[src/rtl/updown_game_ctrl_pkg.sv]
// Shared types and constants for the up/down guessing game controller.
package updown_pkg;

    typedef enum logic [2:0] {
        S_IDLE,
        S_PLAY,
        S_CHECK,
        S_WIN,
        S_LOSE
    } state_t;

    localparam logic [1:0] RES_WIN  = 2'b00;
    localparam logic [1:0] RES_UP   = 2'b01;
    localparam logic [1:0] RES_DOWN = 2'b10;
    localparam logic [1:0] RES_NONE = 2'b11;

    localparam logic [6:0] LOSE_STATUS = 7'h7F;

    // Folds a preset or LFSR value into the legal target range 0..max_val.
    // A preset above the range is clamped. An LFSR value above the range is
    // wrapped down by (max_val + 1). Because max_val is at most 126, that
    // sum still fits in 7 bits and the subtraction cannot underflow.
    function automatic logic [6:0] pick_target(input logic       use_preset,
                                               input logic [6:0] preset,
                                               input logic [6:0] lfsr,
                                               input logic [6:0] max_val);
        logic [6:0] t;
        if (use_preset) begin
            t = (preset > max_val) ? max_val : preset;
        end else begin
            t = (lfsr > max_val) ? (lfsr - (max_val + 7'd1)) : lfsr;
        end
        return t;
    endfunction

endpackage

[src/rtl/updown_game_ctrl_if.sv]
// Player/display-side signal bundle of the guessing game controller.
interface updown_game_ctrl_if;

    logic       start;
    logic       preset_en;
    logic [6:0] preset_val;
    logic       guess_valid;
    logic [6:0] guess;

    logic       ready;
    logic       guess_err;
    logic [1:0] result;
    logic [6:0] game_status;
    logic       game_over;
    logic [3:0] tries_used;

    modport master (
        output start, preset_en, preset_val, guess_valid, guess,
        input  ready, guess_err, result, game_status, game_over, tries_used
    );

    modport slave (
        input  start, preset_en, preset_val, guess_valid, guess,
        output ready, guess_err, result, game_status, game_over, tries_used
    );

endinterface

[src/rtl/updown_game_ctrl_lfsr.sv]
// 7-bit Fibonacci LFSR (x^7 + x^6 + 1) used as the free-running target source.
module updown_lfsr #(
    parameter logic [6:0] SEED = 7'h5A
) (
    input  logic       clk,
    input  logic       reset,
    output logic [6:0] value
);

    // Shift left every cycle, feeding back the XOR of the two top taps.
    always_ff @(posedge clk) begin
        if (reset) begin
            value <= SEED;
        end else begin
            value <= {value[5:0], value[6] ^ value[5]};
        end
    end

endmodule

[src/rtl/updown_game_ctrl.sv]
// Up/down number-guessing game sequencer: target pick, guess compare,
// try counting and the registered verdict seen by the display decoder.
module updown_game_ctrl
    import updown_pkg::*;
#(
    parameter int         MAX_VAL   = 99,
    parameter int         MAX_TRIES = 7,
    parameter logic [6:0] LFSR_SEED = 7'h5A
) (
    input  logic               clk,
    input  logic               reset,
    updown_game_ctrl_if.slave  bus
);

    localparam logic [6:0] MAX_VAL_7   = 7'(MAX_VAL);
    localparam logic [3:0] MAX_TRIES_4 = 4'(MAX_TRIES);

    state_t     state_q, state_d;
    logic [6:0] target_q, target_d;
    logic [6:0] guess_q, guess_d;
    logic [3:0] tries_q, tries_d;
    logic [1:0] result_q, result_d;
    logic [6:0] status_q, status_d;
    logic       over_q, over_d;
    logic       ready_q, ready_d;
    logic       err_q, err_d;
    logic [6:0] lfsr_value;

    updown_lfsr #(
        .SEED (LFSR_SEED)
    ) u_lfsr (
        .clk   (clk),
        .reset (reset),
        .value (lfsr_value)
    );

    // State and every output-facing register; reset wins over everything.
    always_ff @(posedge clk) begin
        if (reset) begin
            state_q  <= S_IDLE;
            target_q <= '0;
            guess_q  <= '0;
            tries_q  <= '0;
            result_q <= RES_NONE;
            status_q <= '0;
            over_q   <= 1'b0;
            ready_q  <= 1'b0;
            err_q    <= 1'b0;
        end else begin
            state_q  <= state_d;
            target_q <= target_d;
            guess_q  <= guess_d;
            tries_q  <= tries_d;
            result_q <= result_d;
            status_q <= status_d;
            over_q   <= over_d;
            ready_q  <= ready_d;
            err_q    <= err_d;
        end
    end

    // Next-state and next-output logic. CHECK is a single settling cycle in
    // which start is deliberately not looked at. Every other state honours
    // start, which also takes priority over a guess arriving in the same cycle.
    always_comb begin
        state_d  = state_q;
        target_d = target_q;
        guess_d  = guess_q;
        tries_d  = tries_q;
        result_d = result_q;
        status_d = status_q;
        over_d   = over_q;
        err_d    = 1'b0;

        case (state_q)
            S_CHECK: begin
                tries_d = tries_q + 4'd1;
                if (guess_q == target_q) begin
                    result_d = RES_WIN;
                    status_d = {3'b000, tries_d};
                    over_d   = 1'b1;
                    state_d  = S_WIN;
                end else begin
                    result_d = (guess_q < target_q) ? RES_UP : RES_DOWN;
                    if (tries_d == MAX_TRIES_4) begin
                        status_d = LOSE_STATUS;
                        over_d   = 1'b1;
                        state_d  = S_LOSE;
                    end else begin
                        state_d = S_PLAY;
                    end
                end
            end
            default: begin
                if (bus.start) begin
                    target_d = pick_target(bus.preset_en, bus.preset_val,
                                           lfsr_value, MAX_VAL_7);
                    tries_d  = '0;
                    result_d = RES_NONE;
                    status_d = '0;
                    over_d   = 1'b0;
                    state_d  = S_PLAY;
                end else if ((state_q == S_PLAY) && bus.guess_valid) begin
                    if (bus.guess > MAX_VAL_7) begin
                        err_d = 1'b1;
                    end else begin
                        guess_d = bus.guess;
                        state_d = S_CHECK;
                    end
                end
            end
        endcase

        ready_d = (state_d == S_PLAY);
    end

    assign bus.ready       = ready_q;
    assign bus.guess_err   = err_q;
    assign bus.result      = result_q;
    assign bus.game_status = status_q;
    assign bus.game_over   = over_q;
    assign bus.tries_used  = tries_q;

endmodule

[src/flat_wrapper.sv]
// flat-port wrapper written by rule: the top's interface ports become plain ports
module updown_game_ctrl_flat import updown_pkg::*;
#(
    parameter int         MAX_VAL   = 99,
    parameter int         MAX_TRIES = 7,
    parameter logic [6:0] LFSR_SEED = 7'h5A
)
  (clk, reset, bus_start, bus_preset_en, bus_preset_val, bus_guess_valid, bus_guess, bus_ready, bus_guess_err, bus_result, bus_game_status, bus_game_over, bus_tries_used);
  updown_game_ctrl_if bus_i ();
  input  logic clk;
  input  logic reset;
  input wire logic [$bits(bus_i.start)-1:0] bus_start;
  input wire logic [$bits(bus_i.preset_en)-1:0] bus_preset_en;
  input wire logic [$bits(bus_i.preset_val)-1:0] bus_preset_val;
  input wire logic [$bits(bus_i.guess_valid)-1:0] bus_guess_valid;
  input wire logic [$bits(bus_i.guess)-1:0] bus_guess;
  output wire logic [$bits(bus_i.ready)-1:0] bus_ready;
  output wire logic [$bits(bus_i.guess_err)-1:0] bus_guess_err;
  output wire logic [$bits(bus_i.result)-1:0] bus_result;
  output wire logic [$bits(bus_i.game_status)-1:0] bus_game_status;
  output wire logic [$bits(bus_i.game_over)-1:0] bus_game_over;
  output wire logic [$bits(bus_i.tries_used)-1:0] bus_tries_used;
  assign bus_i.start = bus_start;
  assign bus_i.preset_en = bus_preset_en;
  assign bus_i.preset_val = bus_preset_val;
  assign bus_i.guess_valid = bus_guess_valid;
  assign bus_i.guess = bus_guess;
  assign bus_ready = bus_i.ready;
  assign bus_guess_err = bus_i.guess_err;
  assign bus_result = bus_i.result;
  assign bus_game_status = bus_i.game_status;
  assign bus_game_over = bus_i.game_over;
  assign bus_tries_used = bus_i.tries_used;
  updown_game_ctrl #(.MAX_VAL(MAX_VAL), .MAX_TRIES(MAX_TRIES), .LFSR_SEED(LFSR_SEED)) u_core (.clk(clk), .reset(reset), .bus(bus_i));
endmodule
[config.mk]
export PLATFORM = sky130hd
export DESIGN_NAME = updown_game_ctrl_flat
export DESIGN_NICKNAME = d
export VERILOG_FILES = /design/src/rtl/updown_game_ctrl_pkg.sv /design/src/rtl/updown_game_ctrl_if.sv /design/src/rtl/updown_game_ctrl_lfsr.sv /design/src/rtl/updown_game_ctrl.sv /design/src/flat_wrapper.sv
export SDC_FILE = /design/constraint.sdc
export NUM_CORES = 1
export LEC_CHECK = 0
export BUFFER_PORTS_ARGS = -buffer_cell sky130_fd_sc_hd__clkbuf_2
export CORE_MARGIN = 10
export CORE_UTILIZATION = 40
export DETAILED_ROUTE_END_ITERATION = 10
export GPL_TIMING_DRIVEN = 0
export HOLD_SLACK_MARGIN = 0.12
export PLACE_DENSITY_LB_ADDON = 0.25
export SYNTH_ARGS = -nofsm -noshare
export SYNTH_HDL_FRONTEND = slang
export SYNTH_SLANG_ARGS = --single-unit
[constraint.sdc]
create_clock -name clk -period 2.19 [get_ports clk]
set_input_delay 0.3285 -clock clk [delete_from_list [all_inputs] [get_ports clk]]
set_output_delay 0.3285 -clock clk [all_outputs]
set_load 0.02 [all_outputs]
Word level (Yosys, flattened, before mapping):

Cells that the tools add are included.

* register bits: 40
* logic and storage cells: 57
* input port bits: 19
* memories kept: 0
* latch bits: 0
* memory bits (read-only): 0
* bits in writable memories: 0
* output and inout port bits: 16

* add/sub/neg operators: 2
* muxes and demuxes: 24
* multipliers: 0
* shift operators: 0
* div/mod/pow operators: 0
* bitwise logic cells: 5
* equal/unequal tests: 6
* order comparisons: 4
* reduce and logical (&&, ||, !) cells: 6

Operators with widths (count)
* $mux 7: 7
* $gt 7x7->1 const B: 3
* $mux 3: 6
* $mux 2: 4
* $mux 4: 2
* $eq 7x7->1: 1
* $lt 7x7->1: 1
* $sub 7x7->7 const B: 1
* $eq 3x1->1 const B: 2
* $mux 1: 5
* $add 4x1->4 const B: 1
* $eq 4x3->1 const B: 1
* $not 1->1: 4
* $reduce_and 2->1: 2
* $reduce_and 4->1: 1
* $reduce_or 4->1: 1
* $eq 3x2->1 const B: 1
* $ne 3x1->1 const B: 1
* $reduce_bool 2->1: 1
* $logic_and 1x1->1: 1
* $xor 1x1->1: 1

Longest topological paths before layout:

* depth after elaboration: 6
* depth in mapped cells: 7
* depth with buffers taken out: 7

Cells and area by module:

A second synthesis with hierarchy kept.

* cells, all modules: 205
* area, all modules: 1871.8 um2

By module, submodules not included
* updown_game_ctrl: area an instance 1681.6 um2, sequential area each 620.6 um2, times used 1, cells an instance 190
* updown_lfsr: area an instance 190.2 um2, sequential area each 140.1 um2, times used 1, cells an instance 15

Worst setup path after synthesis:

Ideal clock, no wire load.

* kind: register to register
* start: reg u_core.tries_q[0] (netlist: u_core.bus.tries_used[0])
* end: reg u_core.over_q (netlist: u_core.bus.game_over)
* path slack: 0.590 ns
* buffers on the path: 0
* data required time: 2.075 ns
* stages on the path, launching flop included: 7
* period minus slack after synthesis: 1.600 ns
* arrival: 1.486 ns
* library setup time: 0.115 ns
* cell sequence: dfxtp_1 -> ha_1 -> nor2b_1 -> a21oi_1 -> a2bb2oi_1 -> a21oi_1 -> o21ba_1

* longest elaborated chain between the ends: 4

RTL lines
* start, declared: line updown_game_ctrl.sv:21 `logic [3:0] tries_q, tries_d;`
* start signal, assigned: line updown_game_ctrl.sv:53 `tries_q <= tries_d;`
* $add 4x1->4: line updown_game_ctrl.sv:77 `tries_d = tries_q + 4'd1;`
* $eq 4x3->1: line updown_game_ctrl.sv:85 `if (tries_d == MAX_TRIES_4) begin`
* $ne 3x1->1 (no line)
* $reduce_and 2->1 (no line)
* end signal, assigned: line updown_game_ctrl.sv:56 `over_q <= over_d;`
* end, declared: line updown_game_ctrl.sv:24 `logic over_q, over_d;`

Every way passes these cells.
A chain may end at the register's enable or synchronous reset.

Worst setup path after layout:

* start: reg u_core.target_q[5]
* end: reg u_core.ready_q (netlist: u_core.bus.ready)

* longest elaborated chain between the ends: 4

RTL lines
* start, declared: line updown_game_ctrl.sv:19 `logic [6:0] target_q, target_d;`
* start signal, assigned: line updown_game_ctrl.sv:51 `target_q <= target_d;`
* $eq 7x7->1: line updown_game_ctrl.sv:78 `if (guess_q == target_q) begin`
* $mux 3: line updown_game_ctrl.sv:78
* $mux 3: line updown_game_ctrl.sv:75 `case (state_q)`
* $eq 3x1->1: line updown_game_ctrl.sv:114 `ready_d = (state_d == S_PLAY);`
* end signal, assigned: line updown_game_ctrl.sv:57 `ready_q <= ready_d;`
* end, declared: line updown_game_ctrl.sv:25 `logic ready_q, ready_d;`

Every way passes these cells.

==> run metrics <==
FMAX between 500 and 600 MHz; worst vdd ir between 200 and 300 uV; Port Buffers 33; vias per inst roughly 5.2; fillers between 400 and 500; most used cell, CP nor2_1; slowest CP cell nor2_1; Root Buffer clkbuf_8; share of the synthesized area in the top cell type 39.7%; Avg Synthesized Cell Area between 8 and 9 um2; NumNets Final around 300; placed cells 310; Synth async-reset ratio 0%; multiplexer share of the synthesized area 4.24%; routability cong. 0.843; io pins 35; clock network power share 38.7%; first-pass GRT wire length 7300 um; crit path capture type flop; non-filler cells, final 318; Synth Area in Adders roughly 7%; fraction of layout cells with a size suffix above 1 19.3%; Tot GR Track Use 11.7%; Max Cap Viol 0; status completed; drt drc 0; DRT antenna net count 0; HPWL after DPL around 3400 um; hold_ws about 270 ps; Sw Ratio 24.6%; worst r2r path cells 7; placed cell area 2150 um2; Critical Path Stages 7; total negative slack 0 ps; Worst Path Arrival 1970 ps; Setup CP Type reg -> reg; final design area excluding fillers between 2000 and 2500 um2; worst hold path class in -> reg; PwrDens 671 nW/um2; Synth Net Count between 200 and 300; skew final 6.55 ps; largest family of logic cells by synthesized area simple AND/OR/NAND/NOR gates; final cycle utilization of the critical path 81.6%; post-cts sizing count 0; Hold-fix buffers, CTS 0; Simple-Gate Fraction of Synth Area 21.7%; CORE AREA 4690 um2; top cells by area, synth dfxtp_1 40%, ha_1 7.2%, nor2_1 5.3%; clk sinks 38; Cell Rows 25; Die Y 89.2 um; Sequential Power Share 49.0%; vias in the first global route 1582; die area 7960 um2; Util after Layout roughly half; cells along the critical path inv_1 -> ha_1 -> and4_1 -> nand4_1 -> nor2_1 -> nor2_1 -> nor4bb_1; # H-tree levels 2; Compound-Gate Fraction of Synth Area slightly above 20%; Yosys Warn Count 0; largest net degree at the start of global routing 12; Die X 89.2 um; Syn Inst Count 223; CTS tree done; startpoint types flop; Final min period 1790 ps; Setup-failing EPs final 0; clock slew seen by the registers of the worst setup and hold paths 80 ps; leak pwr 0.941 nW; Seq/Total Area, Yosys 39.7%; vias 1653; worst-margin pin slew 539 ps; cts bufs inserted 5; DR iter-0 viols 46; hold path cells 3; Combinational Power Share 12.3%; Required @ worst endpoint approximately 2400 ps; area grow syn2layout 17.7%; drt first pass iters 4; worst skew pair latency between 200 and 300 ps; Distinct cells, synth 47; maximum buffer depth of the clock tree 2; P_sw 0.372 mW; RSZ-0062 raised after global routing no; Hold Vio Cnt, Final 0; CP max stage delay 370 ps; WL final 4250 um; number of synthesized flops with an enable pin 0; diode count 0; flops & latches, synth 38; initial antenna violation count 0; cell-internal power 1.14 mW; top cell family by delay on the critical path simple AND/OR/NAND/NOR gates; CP Buf/Inv Count 1; Starting Density 40.9%; highest fanout seen on the critical path 5; Post-Synthesis Cell Area approximately 1900 um2; Synth Area in XOR/XNOR 0.913%; Slew Viols, Final 0; gr ovfl total 0; Post-synth top flop dfxtp_1; post-CTS setup buffers 0; post-synth top area cell dfxtp_1; Routed WL per cell 13.4 um; worst rel slew slack 63.2%
layout make-up:
cell class	instances	area (um2)	share of cell area [%]
clock inverters	1	30.0	1.33
clock buffers	7	76.3	3.38
multi-input cells	161	1040	46.2
inverters	14	52.6	2.33
well taps	54	67.6	2.99
plain buffers	10	61.3	2.72
flip-flops and latches	38	761	33.7
repair buffers	33	165	7.32
registers in the layout (all words and copies together) (netlist names):
name / cells
u_core.bus.result: 2
u_core.target_q: 7
u_core.bus.game_over: 1
u_core.bus.guess_err: 1
u_core.state_q: 3
u_core.bus.game_status: 5
u_core.bus.ready: 1
u_core.guess_q: 7
u_core.u_lfsr.value: 7
u_core.bus.tries_used: 4
cells in the final DEF (no fill, tap or decap), types with 4 or more instances in the layout:
cell type / count
a31oi_1: 6
nor2_1: 27
inv_1: 14
ha_1: 11
mux2i_1: 7
nand3_1: 4
a21oi_1: 18
or2_1: 5
o21ai_1: 8
clkbuf_1: 7
dfxtp_1: 38
clkbuf_8: 5
nor2b_1: 7
nand2b_1: 4
nand2_1: 16
o21a_1: 5
clkbuf_2: 33
through the flow:
stage                     setup slack, ps  power [mW]
final                                 404        1.51
after global placement                415       0.942
after floorplan                       590       0.885
after detailed placement              390       0.946
after global routing                  221        1.60
after CTS                             388        1.54
routing by layer:
layer / vias up / part of all wire (%) / track usage [%]
li1: 860 / - / -
met1: 763 / 45 / 13.8
met2: 24 / 47 / 19.1
met3: 6 / 6.5 / 4.01
met4: 0 / 1.5 / 4.34
met5: - / 0 / 0
power by group through the flow:
stage / combinational (mW) / sequential, mW / clock, mW
after CTS: 0.188 / 0.742 / 0.607
after detailed placement: 0.188 / 0.758 / 0
after global placement: 0.184 / 0.759 / 0
after floorplan: 0.128 / 0.757 / 0
after global routing: 0.214 / 0.747 / 0.635
final: 0.186 / 0.742 / 0.586
cell families after synthesis:
kind of cell | after synthesis
xor gates and xnor gates | 2
muxes | 8
DFF | 38
adders and majority gates | 11
buffers and inverters | 24
AOI/OAI and AO/OA | 59
and+or+nand+nor | 81
cell usage after synthesis, types with 3 or more instances:
cell type and n:
nor2_1 27, or2_1 5, inv_1 14, nor2b_1 7, o21a_1 5, nand4_1 3, a31oi_1 6, mux2i_1 7
and2_1 3, clkbuf_1 5, nand3_1 4, a21oi_1 18, ha_1 11, dfxtp_1 38, nand2_1 16, nor3_1 3
o21ai_1 8, o21ai_0 3, nand2b_1 4
worst paths after layout:
path	start	to	slack (ps)
setup reg to reg	u_core.target_q[5]	u_core.bus.ready	400
setup / recovery	u_core.target_q[5]	u_core.bus.ready	400
hold / removal	bus_guess[0]	u_core.guess_q[0]	270
hold reg to reg	u_core.target_q[1]	u_core.target_q[1]	450
tightest hold or removal path, delay by kind of cell:
kind,cells,cell delay [ps]
buf+inv,1,70
simple gates,1,70
mux,1,50
Note: power is estimated with default switching activity, not from simulation.
